`config.mk`:
```
export PLATFORM = sky130hd
export DESIGN_NAME = equalize_hist_mul_pipe
export DESIGN_NICKNAME = d
export VERILOG_FILES = /design/src/rtl/equalize_hist_mul_pipe.sv
export SDC_FILE = /design/constraint.sdc
export NUM_CORES = 1
export LEC_CHECK = 0
export CAP_MARGIN = 15
export CORE_AREA = 2 2 202 105
export CTS_CLUSTER_DIAMETER = 80
export DETAILED_ROUTE_END_ITERATION = 12
export DIE_AREA = 0 0 204 107
export PLACE_DENSITY_LB_ADDON = 0.08
export SYNTH_ARGS = -nofsm -noshare
export SYNTH_HDL_FRONTEND = slang
export SYNTH_SLANG_ARGS = --single-unit
export TNS_END_PERCENT = 1
```
`constraint.sdc`:
```
create_clock -name ap_clk -period 2.25 [get_ports ap_clk]
set_input_delay 0.675 -clock ap_clk [delete_from_list [all_inputs] [get_ports ap_clk]]
set_output_delay 0.675 -clock ap_clk [all_outputs]
set_load 0.02 [all_outputs]
```
`src/rtl/equalize_hist_mul_pipe.sv`:
```
// Pipelined unsigned product unit for histogram equalisation: CDF x (levels-1), rounding
// right-shift and optional saturation, with valid/ready backpressure and collapsing bubbles.
module equalize_hist_mul_pipe #(
  parameter int DIN0_WIDTH = 22,
  parameter int DIN1_WIDTH = 8,
  parameter int DOUT_WIDTH = 29,
  parameter int NUM_STAGE  = 3,
  parameter int SHIFT      = 0,
  parameter int ROUND      = 0,
  parameter int SATURATE   = 0
) (
  input  logic                  ap_clk,
  input  logic                  ap_rst,
  input  logic                  in_valid,
  output logic                  in_ready,
  input  logic [DIN0_WIDTH-1:0] din0,
  input  logic [DIN1_WIDTH-1:0] din1,
  output logic                  out_valid,
  input  logic                  out_ready,
  output logic [DOUT_WIDTH-1:0] dout,
  output logic                  ovf
);

  localparam int PW   = DIN0_WIDTH + DIN1_WIDTH;
  localparam int QW   = PW + 1;
  localparam int LAST = NUM_STAGE - 1;
  // One guard bit above the product keeps the rounding add from wrapping.
  localparam logic [QW-1:0] RND_INC =
    (ROUND != 0 && SHIFT > 0) ? (QW'(1) << ((SHIFT > 0) ? SHIFT - 1 : 0)) : '0;

  function automatic logic [QW-1:0] round_shift(input logic [PW-1:0] p);
    logic [QW-1:0] q;
    q = {1'b0, p} + RND_INC;
    return q >> SHIFT;
  endfunction

  function automatic logic overflow(input logic [QW-1:0] r);
    return |r[QW-1:DOUT_WIDTH];
  endfunction

  function automatic logic [DOUT_WIDTH-1:0] saturate(input logic [QW-1:0] r);
    if (SATURATE != 0 && overflow(r)) return '1;
    return r[DOUT_WIDTH-1:0];
  endfunction

  logic [NUM_STAGE-1:0]  v_q, v_d, adv;
  logic [PW-1:0]         prod;
  logic [PW-1:0]         fin_p;
  logic                  fin_v;
  logic [QW-1:0]         fin_r;
  logic [DOUT_WIDTH-1:0] dout_q, dout_d;
  logic                  ovf_q, ovf_d;

  // A stage may advance when it is empty or everything downstream of it can move.
  for (genvar k = 0; k < NUM_STAGE; k++) begin : g_adv
    assign adv[k] = out_ready || !(&v_q[LAST:k]);
  end

  assign in_ready = adv[0];

  always_comb begin
    v_d = v_q;
    if (adv[0]) v_d[0] = in_valid;
    for (int k = 1; k < NUM_STAGE; k++) begin
      if (adv[k]) v_d[k] = v_q[k-1];
    end
  end

  always_ff @(posedge ap_clk or posedge ap_rst) begin
    if (ap_rst) v_q <= '0;
    else        v_q <= v_d;
  end

  // ---- stage 0 .. NUM_STAGE-2: exact product, carried unchanged ----
  assign prod = PW'(din0) * PW'(din1);

  if (NUM_STAGE == 1) begin : g_direct
    assign fin_p = prod;
    assign fin_v = in_valid;
  end else begin : g_pipe
    logic [PW-1:0] prod_q [NUM_STAGE-1];

    always_ff @(posedge ap_clk) begin
      if (adv[0] && in_valid) prod_q[0] <= prod;
      for (int k = 1; k < NUM_STAGE - 1; k++) begin
        if (adv[k] && v_q[k-1]) prod_q[k] <= prod_q[k-1];
      end
    end

    assign fin_p = prod_q[NUM_STAGE-2];
    assign fin_v = v_q[NUM_STAGE-2];
  end

  // ---- stage NUM_STAGE-1: round, shift, narrow; registered outputs ----
  assign fin_r  = round_shift(fin_p);
  assign dout_d = saturate(fin_r);
  assign ovf_d  = overflow(fin_r);

  always_ff @(posedge ap_clk or posedge ap_rst) begin
    if (ap_rst) begin
      dout_q <= '0;
      ovf_q  <= 1'b0;
    end else if (adv[LAST] && fin_v) begin
      dout_q <= dout_d;
      ovf_q  <= ovf_d;
    end
  end

  assign out_valid = v_q[LAST];
  assign dout      = dout_q;
  assign ovf       = ovf_q;

endmodule

```
After elaboration in Yosys (flattened, before gate mapping) --
Memory sizes are Yosys's and may differ from the RTL's. A register that Yosys moved wholly into a read port is not among the register bits. Cells that the tools add are included.
Word-level totals: output and inout bits 32, memories 1, RAM bits 60, input bits 34, register bits after elaboration 3, logic and storage cells 20
Operators by class: reductions and logical operators 11, muxes and demuxes 4, multipliers 1
Memories:
- g_pipe.prod_q | depth 2, width 30, read ports 2, clocked after Yosys merged registers in 1, wr ports 2, line 81 | logic [PW-1:0] prod_q [NUM_STAGE-1];
Operator list (number):
- multiplier 22 x 8 -> 30 bit | 1
- 2-to-1 mux 1 bit | 4
- logical AND 1 bit | 3
- zero test 1 bit | 3
- logical OR 1 bit | 3
- AND reduction 3 bit | 1
- AND reduction 2 bit | 1

Logic depth before layout (Yosys ltp) --
Gate-level depths: netlist (run 1).
depth after elaboration 6, depth in mapped cells 19, depth with buffers taken out 17

Worst setup path before layout (run 1) --
OpenSTA, ideal clock, no wires.
path type input -> register, start input port din1[7], end memory g_pipe.prod_q[0][28] (netlist bit), data pin, path buffers 2, setup slack -2837 ps, required time 1989 ps, arrival time 4826 ps, stages 18, library setup time 261 ps, cell sequence clkbuf_1 -> nand2_1 -> fa_1 -> inv_1 -> fa_1 -> fa_1 -> inv_1 -> fa_1 -> inv_1 -> ha_1 -> buf_2 -> nand4_1 -> or2_1 -> o22ai_1 -> a2111oi_2 -> o31a_1 -> a21oi_1 -> o311a_1
RTL lines:
- start: declaration | line 17 | input logic [DIN1_WIDTH-1:0] din1,
- end: declaration | line 81

==> impl_metrics.tcl, run 1 <==
set metrics [dict create \
    outcome "finished, violations left" \
    violations "negative setup slack" \
    relSlewSlack 0.716 \
    final_cells 1240 \
    grt_pass1_wl_mm 33.7 \
    hp-class "reg -> reg" \
    cap_viol_max_count 0 \
    die_h_um 107 \
    finalSetupViolations 27 \
    grt_overflow 0 \
    final_core_util 0.559 \
    hold_violations 0 \
    grt_antenna_before_repair 1 \
    end_kind "register" \
    path_max_fanout 6 \
    fillers 1788 \
    rsz0062_at_grt "true" \
    synth.yosys.seq_area_share 0.310 \
    path_class "in -> reg" \
    cp_num_buf_inv 1 \
    routedWlPerCell_um 15.7 \
    diodes 0 \
    cts.sinks 93 \
    core_um2 20100 \
    vdd.ir_drop.worst_mv 0.702 \
    htreeDepth 3 \
    grt_usage 0.196 \
    antenna_left 0 \
    async_flop_share 0.355 \
    ctsHoldBuffers 0 \
    grt_pass1_vias 6800 \
    maxSlewViolCount 0 \
    rows 37 \
    cellPowerDensity_nw_per_um2 1240 \
    place_congestion 0.840 \
    syn_area_um2 8470 \
    timing.final.crit_share 2.18 \
    slowest_stage "fa_2" \
    cp_top_family "adder cells" \
    worst_path_largest_cell_delay_ps 610 \
    syn_area_per_cell_um2 11.1 \
    tritoncts "yes" \
    p_leak_uw 0.00518 \
    power.total_uw 13900 \
    whs_ps 420 \
    die_area_um2 21800 \
    grt_max_degree 34 \
    ys_ff_latch 93 \
    drt-total-wl_mm 19.5 \
    layout-area-overhead-vs-synth_pct 32.6 \
    synth_top_cell_by_area "fa_1" \
    dp.cells 1202 \
    r2r_slack_ps 800 \
    ys_types 43 \
    syn_inst 760 \
    clk-insertion-delay-late_ps 330 \
    cts_root_buffer "clkbuf_16" \
    portBuffers 65 \
    post_dp_cell_area_um2 10500 \
    hpwl_mm 15.3 \
    tightest_slew_ps 425 \
    syn_nets 964 \
    synth_area_leaders "fa_1 (28%), edfxtp_1 (21%), and2_1 (9.9%), dfrtp_1 (9.7%), ha_1 (7.4%)" \
    arrival_ps 4980 \
    crit_path_cell_trace "dlygate4sd2_1, and2_1, fa_1, fa_2, fa_1, fa_1, ha_4, and3_4, nand4_1, a21oi_2, nor2_1, o31a_1, or3_1, o311a_1" \
    min_period_ps 4900 \
    die_w_um 204 \
    synth-main-ff-cell "edfxtp_1" \
    first_iter_violations 286 \
    final.setup.worst_slack_ps -2650 \
    start_util 0.422 \
    dr.pass1.iters 4 \
    cp.required_ps 2330 \
    cts_buffers 9 \
    detailroute.via_count 5990 \
    synth_edf_count 60 \
    viasPerCell 4.83 \
    critPathLaunchType "input pin" \
    clock.fmax_mhz 204 \
    layout.nets 1166 \
    cts_buffer_depth 2 \
    timing.clock.skew_ps 5.81 \
    io_pins 66 \
    clk_pin_slew_worst_paths_ps 60 \
    crit_path_frequent_cell "fa_1" \
    yosysWarnings 0 \
    synth_top_area_share 0.284 \
    drc 0 \
    layout-drive-gt1-share 0.270 \
    design_area_um2 11200 \
]
-- layout make-up --
type / instances / area [um^2] / share of cell area
well taps: 273 / 342 / 0.0304
clock inverters: 7 / 42.5 / 0.00379
repair buffers: 216 / 1970 / 0.176
inverters: 109 / 409 / 0.0364
multi-input cells: 533 / 5620 / 0.500
flip-flops and latches: 93 / 2630 / 0.234
clock buffers: 9 / 225 / 0.0200
-- path summary, 6_finish.rpt --
check / startpoint / endpoint / cells after the start
worst max-delay path: din0[9] / g_pipe.prod_q[0][28] / 14
worst min-delay path: g_pipe.prod_q[0][18] / g_pipe.prod_q[1][18] / 0
worst max register to register: v_q[2] / g_pipe.prod_q[0][1] / 5
worst min register to register: g_pipe.prod_q[0][18] / g_pipe.prod_q[1][18] / 0
max in group asynchronous: ap_rst / dout[22] / 3
min in group asynchronous: ap_rst / dout[10] / 3
-- power by group --
| group | total (uW) | switching (uW) | internal (uW) |
|---|---|---|---|
| sequential | 3000 | 206 | 2790 |
| clock | 1350 | 607 | 740 |
| combinational | 9550 | 4540 | 5010 |
| total | 13900 | 5360 | 8540 |
-- placed cells by master, fill, tap and decap left out, drive strengths merged, types with 2 or more instances in the layout --
cell type      instances
and2                 134
nand3                  4
clkdlybuf4s15          4
nand2                 67
o21ai                  9
or3                    2
mux2                  30
dlygate4sd2           13
ha                    50
a21oi                 26
clkdlybuf4s50         35
fa                   120
a41oi                  2
nor2                  15
clkinv                 6
dlymetal6s2s           2
edfxtp                60
inv                  109
a31oi                  6
dfrtp                 33
nor2b                  3
nand2b                 6
and3                   3
a21o                  10
xnor2                 17
clkbuf                13
o21a                   2
buf                  157
nand4                  4
o21bai                 2
xor2                   8
-- per-layer routing --
layer / up-vias / part of all wire / track usage
met2: 132 / 0.44 / 0.310
li1: 2821 / - / -
met1: 3025 / 0.49 / 0.287
met5: - / 0 / 0
met4: 0 / 0.0051 / 0.0166
met3: 12 / 0.067 / 0.0444
-- registers in the layout (all words and copies together) (netlist names) --
register,flops
v_q,3
g_pipe.prod_q,60
ovf,1
dout,29
-- Yosys cell counts, drive strengths merged (3+ instances only) --
cell type  number
o21ai           9
inv           109
a31oi           6
edfxtp         60
dfrtp          33
nand3           4
xnor2          17
nand2b          6
buf             4
nand4           4
a21o           10
and2          134
nand2          67
clkbuf         21
nor2b           3
a21oi          26
xor2            8
fa            120
nor2           15
mux2           30
ha             50
and3            3
-- metrics by stage --
step | setup slack [ps] | setup TNS, ps
final | -2650 | -56460
after global routing | -2810 | -60610
after CTS | -2660 | -57810
after detailed placement | -3450 | -77480
after global placement | -3390 | -76260
after floorplan | -2460 | -53270
-- repair_timing --
action | 4_1_cts | 5_1_grt
endpoints found under the setup margin | 29 | 29
pin swaps | 35 | 6
gates cloned | 5 | 0
setup buffers | 17 | 0
gates resized for setup | 100 | 30
-- kinds of logic after synthesis --
family                     after synthesis  synth area share
AOI/OAI and AO/OA                       68            0.0533
and+or+nand+nor                        240             0.153
adders and majority gates              170             0.357
xor gates and xnor gates                25            0.0258
DFF                                     93             0.310
buffers and inverters                  134            0.0600
muxes                                   30            0.0399
Power figures use the tool's default switching activity.
==> inputs of run 2 (changes only) <==
--- a/config.mk
+++ b/config.mk
@@ -6,10 +6,10 @@
 export NUM_CORES = 1
 export LEC_CHECK = 0
 export CAP_MARGIN = 15
-export CORE_AREA = 2 2 202 105
+export CORE_AREA = 2 2 103 204
 export CTS_CLUSTER_DIAMETER = 80
 export DETAILED_ROUTE_END_ITERATION = 12
-export DIE_AREA = 0 0 204 107
+export DIE_AREA = 0 0 105 206
 export PLACE_DENSITY_LB_ADDON = 0.08
 export SYNTH_ARGS = -nofsm -noshare
 export SYNTH_HDL_FRONTEND = slang
==> impl_metrics.tcl, run 2 (synthesis results as in run 1) <==
set metrics [dict create \
    timing.clock.skew_ps 9.74 \
    fin_setup_tns_ps -53080 \
    dr.pass1.iters 4 \
    grt_pass1_wl_mm 34.7 \
    portBuffers 65 \
    grt_usage 0.207 \
    crit_path_frequent_cell "fa_1" \
    drt-total-wl_mm 21.2 \
    post_dp_cell_area_um2 10400 \
    design_area_um2 11500 \
    clk-insertion-delay-late_ps 330 \
    cap_viol_max_count 0 \
    rows 74 \
    place_ws_ps -3340 \
    die_w_um 105 \
    crit_path_cell_trace "buf_6, buf_16, buf_12, and2_4, fa_1, inv_2, fa_1, fa_1, fa_1, inv_2, ha_4, nand4_1, or2_1, buf_4, o31a_1, or3_1, o311a_1" \
    grt_overflow 0 \
    tritoncts "yes" \
    cp.required_ps 2330 \
    path_max_fanout 5 \
    detailroute.via_count 5959 \
    timing.final.crit_share 2.12 \
    layout-drive-gt1-share 0.302 \
    drc 0 \
    cts_buffer_depth 2 \
    io_pins 66 \
    clock.fmax_mhz 210 \
    power.total_uw 14800 \
    final.setup.worst_slack_ps -2520 \
    diodes 0 \
    routedWlPerCell_um 17.4 \
    hp-class "reg -> reg" \
    htreeDepth 3 \
    die_h_um 206 \
    hold_violations 0 \
    worst_path_largest_cell_delay_ps 520 \
    grt_antenna_before_repair 0 \
    critPathLaunchType "input pin" \
    arrival_ps 4850 \
    largest_reg_flops 60 \
    grt_pass1_vias 6625 \
    violations "negative setup slack" \
    cellPowerDensity_nw_per_um2 1300 \
    antenna_left 0 \
    clk_pin_slew_worst_paths_ps 70 \
    layout-area-overhead-vs-synth_pct 35.2 \
    whs_ps 412 \
    final_common_cell "and2_1" \
    path_class "in -> reg" \
    min_period_ps 4770 \
    outcome "finished, violations left" \
    ctsHoldBuffers 0 \
    place_congestion 0.817 \
    tightest_slew_ps 428 \
    multi_input_area_um2 5800 \
    regArea_um2 2630 \
    fillers 1863 \
    end_kind "register" \
    rsz0062_at_grt "true" \
    maxSlewViolCount 0 \
    cts_root_buffer "clkbuf_16" \
    layout.nets 1154 \
    finalSetupViolations 27 \
    slowest_stage "fa_1" \
    cts_buffers 9 \
    core_um2 20200 \
    largest-register "g_pipe.prod_q" \
    final_cell_mix "and2_1 (121), fa_1 (112), buf_4 (112)" \
    relSlewSlack 0.715 \
    viasPerCell 4.88 \
    vdd.ir_drop.worst_mv 0.925 \
    grt_max_degree 34 \
    cts.sinks 93 \
    hpwl_mm 15.9 \
    die_area_um2 21600 \
    first_iter_violations 221 \
    start_util 0.420 \
    p_leak_uw 0.00519 \
]
-- run 2: critical path, delay by kind of cell --
| kind | cells | cell delay (ps) |
|---|---|---|
| buffers and inverters | 6 | 610 |
| and+or+nand+nor | 4 | 880 |
| adders and majority gates | 5 | 2240 |
| AOI/OAI and AO/OA | 2 | 430 |
-- run 2: final timing paths --
check | from | endpoint | depth (start not counted) | slack (ps)
min reg2reg | g_pipe.prod_q[0][14] | g_pipe.prod_q[1][14] | 0 | 410
min in group asynchronous | ap_rst | dout[22] | 3 | 740
min | g_pipe.prod_q[0][14] | g_pipe.prod_q[1][14] | 0 | 410
max reg2reg | v_q[2] | g_pipe.prod_q[0][21] | 5 | 800
max in group asynchronous | ap_rst | dout[12] | 3 | 1200
max | din1[6] | g_pipe.prod_q[0][28] | 17 | -2520
-- run 2: report_power, final --
part	total, uW	switching [uW]	internal (uW)
logic	10500	5100	5380
registers	3020	231	2790
clock network	1340	595	746
total	14800	5920	8920
-- run 2: final cells by class --
type / instances / area share
flip-flops and latches: 93 / 0.229
repair buffers: 204 / 0.176
inverters: 109 / 0.0357
multi-input cells: 533 / 0.506
clock buffers: 10 / 0.0200
clock inverters: 6 / 0.00350
well taps: 266 / 0.0291
-- run 2: through the flow --
step / util / cells
final: 0.567 / 1221
after global routing: 0.567 / 1221
after CTS: 0.563 / 1220
after detailed placement: 0.513 / 1175
after global placement: 0.513 / 1175
after floorplan: - / 760
-- run 2: metal layers --
layer | vias to the layer above | wire length [um] | global-route usage | share of wire
met2 | 70 | 12600 | 0.406 | 0.59
met4 | 0 | 331 | 0.0510 | 0.016
met1 | 3060 | 7960 | 0.238 | 0.37
met3 | 27 | 337 | 0.0214 | 0.016
li1 | 2802 | - | - | -
met5 | - | 0 | 0 | 0
-- run 2: timing repair --
item	in CTS	in global routing
gates cloned	8	1
buffers inserted	21	0
pin swaps	60	24
setup endpoints to repair	29	28
gates resized for setup	191	23
